`src/rtl/gestor_alarma_if.sv`:
```
`default_nettype none
// ============================================================================
// gestor_alarma_if : sensor flags and ack in, alarm state/indicators out
// Rev 1.0
// ============================================================================
interface gestor_alarma_if #(
  parameter int CNT_W = 8
);
  logic             persistencia;
  logic             fuera_rango;
  logic             ack;
  logic [1:0]       estado;
  logic             alarma;
  logic             pendiente;
  logic             led;
  logic             irq;
  logic [CNT_W-1:0] eventos;

  modport master (
    output persistencia, fuera_rango, ack,
    input  estado, alarma, pendiente, led, irq, eventos
  );

  modport slave (
    input  persistencia, fuera_rango, ack,
    output estado, alarma, pendiente, led, irq, eventos
  );
endinterface
`default_nettype wire

```
`src/rtl/gestor_alarma.sv`:
```
`default_nettype none
// ============================================================================
// gestor_alarma : latched alarm with recovery hysteresis, ack, blinking LED,
// entry irq and saturating event count. Define AUTO_ACK_EN to skip ESPERA_ACK.
// Rev 1.0
// ============================================================================
module gestor_alarma #(
  parameter int T_RECUP  = 8,
  parameter int PARPADEO = 4,
  parameter int CNT_W    = 8
) (
  input  wire logic        clk,
  input  wire logic        rst,
  gestor_alarma_if.slave   bus
);

  typedef enum logic [1:0] {
    S_NORMAL       = 2'b00,
    S_ALARMA       = 2'b01,
    S_RECUPERACION = 2'b10,
    S_ESPERA_ACK   = 2'b11
  } estado_t;

  localparam logic [7:0]       c_rec_fin  = 8'(T_RECUP - 1);
  localparam logic [7:0]       c_parp_fin = 8'(PARPADEO - 1);
  localparam logic [CNT_W-1:0] c_uno      = {{(CNT_W-1){1'b0}}, 1'b1};

  estado_t          r_estado;
  logic [7:0]       r_cnt_rec;
  logic [7:0]       r_cnt_parp;
  logic             r_fase;
  logic             r_led;
  logic             r_irq;
  logic [CNT_W-1:0] r_eventos;
  logic [CNT_W-1:0] w_eventos_inc;

  assign w_eventos_inc = (&r_eventos) ? r_eventos : r_eventos + c_uno;

  always_ff @(posedge clk) begin
    if (rst) begin
      r_estado   <= S_NORMAL;
      r_cnt_rec  <= 8'd0;
      r_cnt_parp <= 8'd0;
      r_fase     <= 1'b1;
      r_led      <= 1'b0;
      r_irq      <= 1'b0;
      r_eventos  <= '0;
    end else begin
      r_irq <= 1'b0;
      case (r_estado)
        S_NORMAL: begin
          if (bus.persistencia) begin
            r_estado   <= S_ALARMA;
            r_irq      <= 1'b1;
            r_eventos  <= w_eventos_inc;
            r_cnt_parp <= 8'd0;
            r_fase     <= 1'b1;
            r_led      <= 1'b1;
          end else begin
            r_led <= 1'b0;
          end
        end
        S_ALARMA: begin
          if (!bus.fuera_rango) begin
            r_estado   <= S_RECUPERACION;
            r_cnt_rec  <= 8'd0;
            r_cnt_parp <= 8'd0;
            r_fase     <= 1'b1;
            r_led      <= 1'b1;
          end else if (r_cnt_parp == c_parp_fin) begin
            // Half-period boundary: led follows the toggled phase immediately
            r_cnt_parp <= 8'd0;
            r_fase     <= ~r_fase;
            r_led      <= ~r_fase;
          end else begin
            r_cnt_parp <= r_cnt_parp + 8'd1;
            r_led      <= r_fase;
          end
        end
        S_RECUPERACION: begin
          if (bus.fuera_rango) begin
            // Relapse is not a new event: no irq, no count
            r_estado   <= S_ALARMA;
            r_cnt_parp <= 8'd0;
            r_fase     <= 1'b1;
            r_led      <= 1'b1;
          end else if (r_cnt_rec == c_rec_fin) begin
`ifdef AUTO_ACK_EN
            r_estado <= S_NORMAL;
            r_led    <= 1'b0;
`else
            r_estado <= S_ESPERA_ACK;
            r_led    <= 1'b1;
`endif
          end else begin
            r_cnt_rec <= r_cnt_rec + 8'd1;
            r_led     <= 1'b1;
          end
        end
        default: begin
`ifdef AUTO_ACK_EN
          r_estado <= S_NORMAL;
          r_led    <= 1'b0;
`else
          if (bus.persistencia) begin
            r_estado   <= S_ALARMA;
            r_irq      <= 1'b1;
            r_eventos  <= w_eventos_inc;
            r_cnt_parp <= 8'd0;
            r_fase     <= 1'b1;
            r_led      <= 1'b1;
          end else if (bus.ack) begin
            r_estado <= S_NORMAL;
            r_led    <= 1'b0;
          end else begin
            r_led <= 1'b1;
          end
`endif
        end
      endcase
    end
  end

  assign bus.estado  = r_estado;
  assign bus.alarma  = (r_estado == S_ALARMA) || (r_estado == S_RECUPERACION);
`ifdef AUTO_ACK_EN
  assign bus.pendiente = 1'b0;
`else
  assign bus.pendiente = (r_estado == S_ESPERA_ACK);
`endif
  assign bus.led     = r_led;
  assign bus.irq     = r_irq;
  assign bus.eventos = r_eventos;

endmodule
`default_nettype wire

```
`src/flat_wrapper.sv`:
```
// flat-port wrapper written by rule: the top's interface ports become plain ports
module gestor_alarma_flat 
#(
  parameter int T_RECUP  = 8,
  parameter int PARPADEO = 4,
  parameter int CNT_W    = 8
)
  (clk, rst, bus_persistencia, bus_fuera_rango, bus_ack, bus_estado, bus_alarma, bus_pendiente, bus_led, bus_irq, bus_eventos);
  gestor_alarma_if #(.CNT_W(CNT_W)) bus_i ();
  input  wire logic clk;
  input  wire logic rst;
  input wire logic [$bits(bus_i.persistencia)-1:0] bus_persistencia;
  input wire logic [$bits(bus_i.fuera_rango)-1:0] bus_fuera_rango;
  input wire logic [$bits(bus_i.ack)-1:0] bus_ack;
  output wire logic [$bits(bus_i.estado)-1:0] bus_estado;
  output wire logic [$bits(bus_i.alarma)-1:0] bus_alarma;
  output wire logic [$bits(bus_i.pendiente)-1:0] bus_pendiente;
  output wire logic [$bits(bus_i.led)-1:0] bus_led;
  output wire logic [$bits(bus_i.irq)-1:0] bus_irq;
  output wire logic [$bits(bus_i.eventos)-1:0] bus_eventos;
  assign bus_i.persistencia = bus_persistencia;
  assign bus_i.fuera_rango = bus_fuera_rango;
  assign bus_i.ack = bus_ack;
  assign bus_estado = bus_i.estado;
  assign bus_alarma = bus_i.alarma;
  assign bus_pendiente = bus_i.pendiente;
  assign bus_led = bus_i.led;
  assign bus_irq = bus_i.irq;
  assign bus_eventos = bus_i.eventos;
  gestor_alarma #(.T_RECUP(T_RECUP), .PARPADEO(PARPADEO), .CNT_W(CNT_W)) u_core (.clk(clk), .rst(rst), .bus(bus_i));
endmodule
```
`config.mk`:
```
export PLATFORM = sky130hd
export DESIGN_NAME = gestor_alarma_flat
export DESIGN_NICKNAME = d
export VERILOG_FILES = /design/src/rtl/gestor_alarma_if.sv /design/src/rtl/gestor_alarma.sv /design/src/flat_wrapper.sv
export SDC_FILE = /design/constraint.sdc
export NUM_CORES = 1
export LEC_CHECK = 0
export BUFFER_PORTS_ARGS = -buffer_cell sky130_fd_sc_hd__buf_2
export CAP_MARGIN = 40
export CELL_PAD_IN_SITES_DETAIL_PLACEMENT = 0
export CELL_PAD_IN_SITES_GLOBAL_PLACEMENT = 2
export CORE_MARGIN = 5
export CORE_UTILIZATION = 31
export CTS_CLUSTER_DIAMETER = 30
export DETAILED_ROUTE_END_ITERATION = 7
export PLACE_DENSITY = 0.77
export SLEW_MARGIN = 30
export SYNTH_ARGS = -nofsm -noshare
export SYNTH_HDL_FRONTEND = slang
export SYNTH_SLANG_ARGS = --single-unit
```
`constraint.sdc`:
```
create_clock -name clk -period 2 [get_ports clk]
set_input_delay 0.4 -clock clk [delete_from_list [all_inputs] [get_ports clk]]
set_output_delay 0.4 -clock clk [all_outputs]
set_load 0.005 [all_outputs]
```
Word level (Yosys, flattened, before mapping)
Index checks and enable logic that the tools add are counted.

operators by class
  add/subtract/negate cells = 3
  eq/ne operators = 11
  bitwise gates (word level) = 3
  multiplexer cells = 25
  reductions and logical operators = 12

operators by type and width
  cell                                                                   count
  8-bit two-way mux                                                      7
  8-bit case mux with 2 select lines                                     2
  8-bit by 1-bit adder with 8-bit output, second input constant          3
  2-bit two-way mux                                                      6
  2-bit != test, second input constant                                   5
  8-bit by 2-bit equality test with 1-bit output, second input constant  1
  8-bit by 3-bit equality test with 1-bit output, second input constant  1
  4-bit AND reduction                                                    2
  8-bit AND reduction                                                    1
  1-bit two-way mux                                                      7
  2-bit case mux with 3 select lines                                     1
  2-bit equality test, second input constant                             2
  4-bit nonzero test                                                     1
  3-bit by 2-bit != test with 1-bit output, second input constant        1
  1-bit inverter                                                         3
  1-bit case mux with 3 select lines                                     1
  3-bit AND reduction                                                    1
  3-bit nonzero test                                                     1
  3-bit OR reduction                                                     1
  2-bit by 1-bit equality test with 1-bit output, second input constant  1
  2-bit zero test                                                        1
  1-bit case mux with 2 select lines                                     1
  2-bit AND reduction                                                    1
  2-bit nonzero test                                                     1
  other kinds (2)                                                        2

word-level totals
  logic and storage cells = 61
  register bits = 29
  output and inout port bits = 14
  input port bits = 5

Logic depth before layout (Yosys ltp)
  word-level depth = 4
  gate-level depth with buffers = 7
  depth with buffers taken out = 6

Worst setup path before layout
Ideal clock, no wire load.

  kind = reg-to-reg
  from = register u_core.r_estado[0], in the netlist u_core.bus.estado[0]
  to = register u_core.r_cnt_rec[1]
  stages on the path, launching flop included = 8
  buffers on the path = 1
  setup time = 116 ps
  data arrival time = 1800 ps
  clock period less this slack = 1917 ps
  setup slack = 83 ps
  cell sequence = dfxtp_1 > inv_1 > ha_1 > buf_4 > inv_1 > or4_2 > nor4b_1 > a31o_2

between the ends
  cells in the longest elaborated chain, start to end = 3
  elaborated cells on any way between the ends = 8

ends and longest elaborated chain
  what                                                                                   line                 RTL
  from (decl)                                                                            gestor_alarma.sv:28  estado_t r_estado;
  from (signal assigned)                                                                 gestor_alarma.sv:41  r_estado <= S_NORMAL;
  from (signal assigned)                                                                 gestor_alarma.sv:53  r_estado <= S_ALARMA;
  from (signal assigned)                                                                 gestor_alarma.sv:65  r_estado <= S_RECUPERACION;
  2-bit equality test or 2-bit by 1-bit equality test with 1-bit output (tied branches)  gestor_alarma.sv:50  case (r_estado)
  2-bit != test (no source line) or 2-bit nonzero test (tied branches)                   --
  4-bit AND reduction (no source line)                                                   --
  to (signal assigned)                                                                   gestor_alarma.sv:96  r_cnt_rec <= r_cnt_rec + 8'd1;
  to (decl)                                                                              gestor_alarma.sv:29  logic [7:0] r_cnt_rec;

Several ways; a longest one is shown, not always the timed one.
A chain may end at the register's enable or synchronous reset.

Worst setup path after layout
  from = register u_core.r_cnt_rec[4]
  to = register u_core.r_estado[0], in the netlist u_core.bus.estado[0]

between the ends
  cells in the longest elaborated chain, start to end = 3

ends and longest elaborated chain
  what                                                       line                  RTL
  8-bit by 3-bit equality test with 1-bit output             gestor_alarma.sv:87   end else if (r_cnt_rec == c_rec_fin) begin
  3-bit by 2-bit != test with 1-bit output (no source line)  --
  4-bit AND reduction (no source line)                       --
  to (signal assigned)                                       gestor_alarma.sv:83   r_estado <= S_ALARMA;
  to (signal assigned)                                       gestor_alarma.sv:92   r_estado <= S_ESPERA_ACK;
  to (signal assigned)                                       gestor_alarma.sv:106  r_estado <= S_ALARMA;

Every way passes these cells.

==> metrics <==
synth unique cells 45; post-CTS setup buffers 0; Layout Skew 0.00317 ns; CTS tree done; port bufs 18; drt pass-1 iters 4; post-synthesis compound-gate area fraction 14.4%; Critical-path top delay cell or4_4; Max Root-Sink Buffers 2; Seq/Total Area, Yosys 38.8%; share of cells above drive strength 1 20.9%; vias in the first global route 1284; Setup violations, final 0; area grow syn2layout 20.7%; syn nets 181; Worst setup EP type flip-flop; CP arrival 2.13 ns; Synth area leader dfxtp_1; crit path kind flip-flop to flip-flop; HPWL Detailed 2.61 mm; Synth async-reset ratio 0%; clock period minus worst slack 1.92 ns; drt via density 5.13; first-pass GRT wire length 5.96 mm; hold depth 2; fraction of the mapped netlist area in adder cells 5.85%; Post-Synth XOR/XNOR Area 9.94%; vias 1308; Syn Inst Count 169; initial antenna violation count 0; post-place setup slack 0.0483 ns; post-route setup slack 0.0828 ns; final core occ 38.5%; top post-synthesis cells by area dfxtp_1 (39%), ha_1 (5.8%), nor2_1 (5.5%); RR Endpoint u_core.bus.estado[0]; WHS 0.388 ns; total power draw 1.64 mW; HP Class input pin to flip-flop; Power Dens Cells 907 nW/µm²; max cap viols 0; Worst Setup Start Kind flip-flop; status completed; Routed WL per cell 13.8 µm; worst vdd ir 366 µV; Die W 79.5 µm; simple-gate area share of the yosys netlist 27.0%; Worst-Skew Late Latency 0.27 ns; antenna-violating nets left 0; multiplexer area fraction after synthesis 1.34%; DRC 0; hold_buf cts 0; Mapped Area 1500 µm²; Final Max Tran Viols 0; Mapped Avg Cell Area 8.86 µm²; FP Rows 25; most common cell after layout, fill and taps aside dfxtp_1; EDFF count, synth 0; Hold Vio Cnt, Final 0; Reg2Reg Depth 4; htree depth 2; Critical Path Source u_core.r_cnt_rec[4]; Static Leak 0.719 nW; Worst Setup EP u_core.bus.estado[0]; top_reg_cell synth dfxtp_1; CP cell instances or4_4 -> o31a_1 -> or4_1 -> a21oi_1; Placer Congestion 0.820; reg-to-reg slack, setup 0.08 ns; clock sinks 29; Root Driver clkbuf_8; Fmax achieved 522 MHz; Die ar. 6320 µm²; final WL 3.51 mm; largest family of logic cells by synthesized area simple AND/OR/NAND/NOR gates; most frequent cells in the layout dfxtp_1 (29), nor2_1 (22), buf_2 (18); Diodes inserted 0; DIE HEIGHT 79.5 µm; gr ovfl total 0; Reg clk slew, reported paths 0.06 ns; fin nets 212; Ports 19; total number of yosys warnings 0; Initial Util 31.9%; #FFs+latches synth 29; fin crit share 95.9%; largest net degree at the start of global routing 14; actual slew at the worst max-slew pin 0.420 ns; worst reg2reg startpoint u_core.r_cnt_rec[4]; WP data required 2.21 ns; RSZ-0062 raised after global routing false; worst-path maximum fanout 5; total CTS buffers 5; Rel. slew slack 71.7%; DR iter-0 viols 79; Sum Neg Setup Slack 0 ns; core footprint 4690 µm²; gr usage total 11.7%; share of the synthesized area in the top cell type 38.8%; Critical Path Max Stage Delay 0.54 ns
flip-flops by register name, summed over array words and instances (netlist names):
name and count:
u_core.bus.estado 2, u_core.r_cnt_parp 8, u_core.r_cnt_rec 8, u_core.bus.led 1
u_core.bus.irq 1, u_core.r_fase 1, u_core.bus.eventos 8
synth_stat cells (2+ instances only):
library cell,number
dfxtp_1,29
nor2_1,22
nand2_1,13
xor2_1,9
xnor2_1,8
ha_1,7
inv_1,6
nor3_1,6
o21ai_0,6
a21oi_1,5
nand3_1,5
nor4b_1,5
nand4_1,4
nor2b_1,4
nand2b_1,3
o211ai_1,3
buf_4,2
mux2i_1,2
nor4_1,2
o31ai_1,2
or4_1,2
where the power goes:
group	switching [mW]	internal (mW)	leakage [nW]	total [mW]
Combinational	0.244	0.204	0.429	0.448
Sequential	0.0350	0.622	0.235	0.657
Clock	0.224	0.311	0.0542	0.534
how the worst min path moves through the flow:
stage                            to            startpoint  slack [ns]
2_1_floorplan  u_core.r_cnt_parp[7]  u_core.r_cnt_parp[7]        0.45
3_3_place_gp   u_core.r_cnt_parp[1]  u_core.r_cnt_parp[1]        0.46
3_5_place_dp   u_core.r_cnt_parp[1]  u_core.r_cnt_parp[1]        0.48
4_1_cts              u_core.bus.led       bus_fuera_rango        0.38
5_1_grt              u_core.bus.led       bus_fuera_rango        0.41
6_report             u_core.bus.led       bus_fuera_rango        0.39
kinds of logic (layout without fill, tap and decap cells):
| logic type | after synthesis | in the layout |
|---|---|---|
| AOI/OAI and AO/OA | 30 | 30 |
| xor gates and xnor gates | 17 | 17 |
| adders and majority gates | 7 | 7 |
| buffers and inverters | 9 | 41 |
| DFF | 29 | 29 |
| muxes | 2 | 2 |
| and+or+nand+nor | 75 | 75 |
metrics by stage:
step	cells	instance area (µm²)
global route	255	1810
global placement	247	1700
finish	255	1810
floorplan	169	1500
detailed placement	247	1700
CTS	255	1810
timing repair:
| action | 4_1_cts | 5_1_grt |
|---|---|---|
| endpoints found under the hold margin | 0 | 0 |
| resized for setup | 0 | 1 |
| endpoints found under the setup margin | 0 | 1 |
final cells by class:
type	instances	area, µm²
clock buffers	7	96.3
clock inverters	1	5.00
fillers	477	2880
inverters	6	22.5
multi-input cells	131	878
flip-flops and latches	29	581
well taps	54	67.6
repair buffers	27	158
routing by layer:
layer	vias up	wire (µm)	global-route usage (%)
met3	4	195	3.27
met1	607	1800	16.5
met5	-	0	0
met4	0	29	3.61
li1	671	-	-
met2	26	1490	17.3
worst max-delay path, delay by kind of cell (launching register included):
family	cells	cell delay (ns)
AOI/OAI and AO/OA	2	0.45
DFF	1	0.34
and+or+nand+nor	2	1.07
Note: power is estimated with default switching activity, not from simulation.
